--- src/rtl/regfile_sb.sv ---
// Integer register file with a pending-write scoreboard. Writeback feeds the write
// port, decode reads two registered operands and is stalled on outstanding writes.
module regfile_sb #(
    parameter int XLEN   = 32,
    parameter int REGNUM = 32
) (
    input  logic              clk,
    input  logic              rst,
    input  logic              phase_decode,
    input  logic              phase_writeback,
    input  logic              flush,
    input  logic [4:0]        rs1sel_dr,
    input  logic [4:0]        rs2sel_dr,
    input  logic              issue_valid_dr,
    input  logic [4:0]        issue_rd_dr,
    input  logic [4:0]        rdsel_wr,
    input  logic [XLEN-1:0]   rddata_wr,
    output logic [XLEN-1:0]   rs1data_rd,
    output logic [XLEN-1:0]   rs2data_rd,
    output logic              stall_decode,
    output logic [REGNUM-1:0] busy_vec
);

    logic [XLEN-1:0]   regs [REGNUM];
    logic [REGNUM-1:0] busy_next;
    logic [XLEN-1:0]   rs1_next;
    logic [XLEN-1:0]   rs2_next;
    logic              wb_write;
    logic              rs1_hit_wb;
    logic              rs2_hit_wb;
    logic              rs1_hazard;
    logic              rs2_hazard;
    logic              decode_fire;
    logic              issue_fire;

    assign wb_write   = phase_writeback && (rdsel_wr != 5'd0);
    assign rs1_hit_wb = phase_writeback && (rdsel_wr == rs1sel_dr);
    assign rs2_hit_wb = phase_writeback && (rdsel_wr == rs2sel_dr);

    // A writeback landing this cycle resolves the hazard through the bypass path.
    assign rs1_hazard = (rs1sel_dr != 5'd0) && busy_vec[rs1sel_dr] && !rs1_hit_wb;
    assign rs2_hazard = (rs2sel_dr != 5'd0) && busy_vec[rs2sel_dr] && !rs2_hit_wb;

    assign stall_decode = phase_decode && !flush && (rs1_hazard || rs2_hazard);
    assign decode_fire  = phase_decode && !stall_decode;
    assign issue_fire   = decode_fire && issue_valid_dr;

    // NOTE: every variable gets a default before any conditional assignment,
    // otherwise the combinational block infers a latch.
    always_comb begin
        rs1_next = regs[rs1sel_dr];
        rs2_next = regs[rs2sel_dr];
        if (rs1sel_dr == 5'd0) begin
            rs1_next = '0;
        end else if (rs1_hit_wb) begin
            rs1_next = rddata_wr;
        end
        if (rs2sel_dr == 5'd0) begin
            rs2_next = '0;
        end else if (rs2_hit_wb) begin
            rs2_next = rddata_wr;
        end
    end

    // Set is applied after clear so a new producer keeps the bit pending (WAW).
    always_comb begin
        busy_next = busy_vec;
        if (flush) begin
            busy_next = '0;
        end else begin
            if (phase_writeback) begin
                busy_next[rdsel_wr] = 1'b0;
            end
            if (issue_fire) begin
                busy_next[issue_rd_dr] = 1'b1;
            end
        end
        busy_next[0] = 1'b0;
    end

    // NOTE: the register array sits in the async reset domain because every
    // architectural register must read zero straight out of reset.
    always_ff @(posedge clk or posedge rst) begin
        if (rst) begin
            for (int i = 0; i < REGNUM; i++) begin
                regs[i] <= '0;
            end
        end else if (wb_write) begin
            // NOTE: sequential state uses non-blocking assignments so all
            // flops sample pre-edge values regardless of statement order.
            regs[rdsel_wr] <= rddata_wr;
        end
    end

    always_ff @(posedge clk or posedge rst) begin
        if (rst) begin
            rs1data_rd <= '0;
            rs2data_rd <= '0;
            busy_vec   <= '0;
        end else begin
            busy_vec <= busy_next;
            if (decode_fire) begin
                rs1data_rd <= rs1_next;
                rs2data_rd <= rs2_next;
            end
        end
    end

endmodule
--- config.mk ---
export PLATFORM = sky130hd
export DESIGN_NAME = regfile_sb
export DESIGN_NICKNAME = d
export VERILOG_FILES = /design/src/rtl/regfile_sb.sv
export SDC_FILE = /design/constraint.sdc
export NUM_CORES = 2
export LEC_CHECK = 0
export BUFFER_PORTS_ARGS = -buffer_cell sky130_fd_sc_hd__buf_2
export CAP_MARGIN = 10
export CORE_ASPECT_RATIO = 1.2
export CORE_UTILIZATION = 25
export DETAILED_ROUTE_END_ITERATION = 16
export GPL_TIMING_DRIVEN = 0
export PLACE_DENSITY = 0.51
export SYNTH_ARGS = -nofsm -noshare
export SYNTH_HDL_FRONTEND = slang
export SYNTH_SLANG_ARGS = --single-unit
export TNS_END_PERCENT = 20
--- constraint.sdc ---
create_clock -name clk -period 34.3 [get_ports clk]
set_input_delay 5.145 -clock clk [delete_from_list [all_inputs] [get_ports clk]]
set_output_delay 5.145 -clock clk [all_outputs]
set_load 0.03 [all_outputs]
=== Word level (Yosys, flattened, before mapping) ===
Cells that the tools add are included.

* Magnitude comparators: 10
* Bitwise logic cells: 6
* Multiplexer cells: 25
* Eq/ne operators: 2
* Reduce and logical (&&, ||, !) cells: 24

{| class="wikitable"
|+ Operators by type and width
! kind !! number
|-
| 1024-bit bitwise mux || 1
|-
| 32-bit two-way mux || 13
|-
| 32-bit binary-select mux with 5-bit select || 2
|-
| 32-bit demux with 5-bit select || 1
|-
| 32-bit AND || 1
|-
| 32-bit inverter || 1
|-
| 32-bit OR || 1
|-
| 5-bit by 6-bit less-than comparator with 1-bit output, second input constant || 4
|-
| 6-bit greater-or-equal comparator, second input constant || 3
|-
| 5-bit inverter with 6-bit output || 3
|-
| 5-bit nonzero test || 3
|-
| 1-bit logical AND || 14
|-
| 1-bit binary-select mux with 5-bit select || 2
|-
| 1-bit demux with 5-bit select || 2
|-
| 5-bit equality test || 2
|-
| 5-bit by 1-bit greater-or-equal comparator with 1-bit output, second input constant || 2
|-
| 5-bit zero test || 2
|-
| 6-bit by 1-bit less-than comparator with 1-bit output, second input constant || 1
|-
| 1-bit zero test || 4
|-
| 1-bit two-way mux || 4
|-
| 1-bit logical OR || 1
|}

* Output and inout bits: 97
* Flip-flop bits (word level): 1,119
* Word-level logic and storage cells: 102

=== Longest topological paths before layout ===
* Depth after elaboration: 11
* Gate-level depth with buffers: 11
* Mapped depth without buffers: 6

=== Worst setup path after synthesis ===
Ideal clock, no wire load.

* Kind: input to output
* Start: input port rs2sel_dr[2]
* End: output port stall_decode
* Path slack: 21.983 ns
* Cell stages on the path: 7
* Arrival: 7.172 ns
* Cell sequence: buf_6 buf_8 mux4_2 a22o_1 or4_1 buf_2 a21oi_1

* Cells in the longest elaborated chain, start to end: 6
* Elaborated cells between the ends (all ways): 10
* Classes of those cells: eq/ne (1); mux (2); reduce/logical (7)

{| class="wikitable"
|+ RTL lines
! what !! line !! RTL
|-
| start: declaration || 13 || <nowiki>input logic [4:0] rs2sel_dr,</nowiki>
|-
| 1-bit binary-select mux with 5-bit select / 5-bit equality test (equally long branches) || 42, 38 ||
|-
| 1-bit two-way mux (not written as such) / 1-bit logical AND (equally long branches) || 42, 38 ||
|-
| 1-bit logical AND / 1-bit zero test (equally long branches) || 42 || <nowiki>assign rs2_hazard = (rs2sel_dr != 5'd0) && busy_vec[rs2sel_dr] && !rs2_hit_wb;</nowiki>
|-
| 1-bit logical AND (*) || 42 ||
|-
| 1-bit logical OR (*) || 44 || <nowiki>assign stall_decode = phase_decode && !flush && (rs1_hazard || rs2_hazard);</nowiki>
|-
| 1-bit logical AND (*) || 44 ||
|-
| end: declaration || 20 || <nowiki>output logic stall_decode,</nowiki>
|}

Every way passes the cells marked *; elsewhere a longest branch is shown, timed or not. The select of a mux whose other input is x is not followed.

=== Worst setup path in the final report ===
* Start: input port rs2sel_dr[4]
* End: output port stall_decode

Same word-level chain as after synthesis.

==> summary.md <==
| Metric | Value |
|---|---|
| Drt first pass iters | 6 |
| Power per cell area | 59.1 nW/um^2 |
| RSZ-0062 raised after global routing | no |
| Worst-margin pin slew | 1.42 ns |
| Yosys top cell by area | dfrtp_1 |
| Final worst slack | 20.88 ns |
| DR vias/cell | 5.25 |
| Max Cap Violations | 0 |
| Setup TNS | 0 ns |
| Post-CTS Setup Repair Bufs | 0 |
| Synth-to-Final Area Change | 17.6% |
| Drt wl/cell | 32.0 um |
| Avg Synthesized Cell Area | 15.8 um^2 |
| GP Congestion | 0.862 |
| CTS tree | built |
| Design Area, Final | 69500 um^2 |
| Most frequent cells in the layout | dfrtp_1, mux2_2, mux4_2 |
| Antenna violations before repair | 20 |
| First-pass GRT wire length | 327000 um |
| Sequential power share | 42.7% |
| Post-Syn Area | 59100 um^2 |
| Worst R2R Start | busy_vec[8]$_DFF_PP0_ |
| Clk pwr share | 34.7% |
| Post-synth EDFFs | 0 |
| Most common cell after layout, fill and taps aside | dfrtp_1 |
| Vias in the first global route | 40100 |
| Synthesized Nets | 3804 |
| Skew final | 0.0398 ns |
| Synth top area share | 47.4% |
| Synth Flop Type | dfrtp_1 |
| DRC viols | 0 |
| Endpoints failing hold | 0 |
| Final period utilization | 39.1% |
| YS warnings | 0 |
| Startpoint Class | primary input |
| CP max FO | 8 |
| ANT nets after route | 0 |
| Dpl hpwl | 167000 um |
| Hold Crit Class | flip-flop to flip-flop |
| Synth top area cells | dfrtp_1, mux4_2, mux2_2 |
| Cell row count | 195 |
| Total track usage | 19.6% |
| Sw Pwr | 1.18 mW |
| Period minus WS final | 13.42 ns |
| Fraction of registers with async set/reset | 100% |
| Core area | 235000 um^2 |
| IO Count | 155 |
| Max-slew headroom | 4.03% |
| Hold Path Origin | regs[1007]$_DFFE_PP0P_ |
| Slew Limit Fails | 0 |
| CTS Sinks | 1119 |
| Comb power frac | 22.6% |
| Share of layout cells above drive strength 1 | 51.5% |
| Pin count of the biggest net entering global routing | 42 |
| Initial DRC count | 3356 |
| Global route total overflow | 0 |
| Net Sw Frac | 28.8% |
| Clk Latency, worst-skew pair | 0.79 ns |
| Seq/Total Area, Yosys | 47.4% |
| Placed inst area | 65100 um^2 |
| Number of CTS-inserted buffers | 120 |
| # fillers | 23700 |
| Full die area | 238000 um^2 |
| Routed wire length | 235000 um |
| Width of the die | 446 um |
| Hold_ws | 0.479 ns |
| Final #Nets | 4147 |
| Synth cell types | 43 |
| Final Setup Violations | 0 |
| Crit path from | rs2sel_dr[4] |
| CP Capture Type | output port |
| PostCTS Resize Cnt | 0 |
| Via Count | 38600 |
| CTS H-tree lvls | 3 |
| Hold_buf cts | 0 |
| Initial Util | 25.1% |
| Crit path DAT | 8.28 ns |
| Max IR drop VDD | 0.0481 mV |
| Port-buffer cells | 139 |
| CP Class | primary input to output port |
| Worst-path clk slew | 0.06 ns |
| Mapped Cells | 3746 |
| Outcome | complete, no violations |
| CTS Buffer Depth | 3 |
| Die Span Y | 535 um |
| Final Power | 4.11 mW |
| DP Worst Slack | 21.07 ns |
| Clock root cell | clkbuf_16 |
| #FFs+latches synth | 1119 |
| Int Power | 2.92 mW |
| Fmax achieved | 74.5 MHz |
| Static Leakage | 29.3 nW |
| Required time of the critical path | 29.15 ns |
## per-layer routing
layer | track usage, % | routed length (um) | vias up
met5 | 0 | 118 | -
met3 | 4.20 | 15600 | 555
li1 | - | - | 15200
met4 | 10.1 | 13400 | 20
met1 | 24.0 | 92400 | 21300
met2 | 32.2 | 114000 | 1478
## power by group through the flow
| stage | sequential (mW) | clock [mW] | combinational [mW] |
|---|---|---|---|
| floorplan | 1.77 | 0 | 0.630 |
| global placement | 1.76 | 0 | 0.903 |
| detailed placement | 1.77 | 0 | 0.932 |
| CTS | 1.75 | 1.45 | 0.935 |
| global route | 1.79 | 1.50 | 0.980 |
| finish | 1.75 | 1.43 | 0.929 |
## cell families (layout without fill, tap and decap cells)
logic type	count (synthesis)	after routing	share of synthesized area [%]
muxes	1790	1790	45.3
AOI/OAI and AO/OA	179	179	2.24
and+or+nand+nor	198	198	1.73
xor gates and xnor gates	10	10	0.148
DFF	1119	1119	47.4
buffers and inverters	449	891	3.25
other	1	5	0.00634
## layout make-up
cell class,count,area (um^2),share of cell area [%]
sequential,1119,28000,40.3
timing repair buffer,221,2180,3.13
clock inverter,47,721,1.04
buffer,425,1850,2.67
antenna,4,10.0,0.0144
multi-input combinational,2178,29200,42.0
inverter,24,93.8,0.135
tap,3152,3940,5.67
clock buffer,174,3520,5.06
## state kept, by name, summed over array words and instances (netlist names)
register	flops
rs1data_rd	32
busy_vec	31
regs	1024
rs2data_rd	32
## cells in the mapped netlist (all sizes together) (2+ instances only)
library cell	instances
o21ai	45
xnor2	10
nand3b	21
nor2	24
nand2b	2
nor3	3
clkbuf	295
nand4b	2
a311oi	2
and2	2
nand3	9
a21oi	14
a22o	7
buf	130
nand4	5
mux2i	153
a22oi	59
nor3b	8
nand2	77
mux4	585
o32ai	16
dfrtp	1119
and3	2
nor2b	38
a221o	33
inv	24
mux2	1052
## worst paths after layout
kind	end	slack (ns)	cells past startpoint
min in group asynchronous	rs1data_rd[30]$_DFFE_PP0P_	4.53	2
max in group asynchronous	regs[205]$_DFFE_PP0P_	27.43	9
setup reg to reg	rs2data_rd[13]$_DFFE_PP0P_	31.16	9
hold reg to reg	regs[1007]$_DFFE_PP0P_	0.48	1
hold / removal	regs[1007]$_DFFE_PP0P_	0.48	1
setup / recovery	stall_decode	20.88	8
## per-stage QoR
stage,utilization [%],instances
3_5_place_dp,27.7,7111
3_3_place_gp,27.1,7037
5_1_grt,29.6,7342
4_1_cts,29.5,7332
2_1_floorplan,-,3746
6_report,29.6,7344
## critical path, cell delays in order
cell and delay [ns]:
clkbuf_1 0.60, xnor2_1 0.20, nand4_1 0.36, o21ai_0 1.24, or4_1 0.25, buf_2 0.17, a21oi_1 0.10, buf_2 0.19
Power figures use the tool's default switching activity.
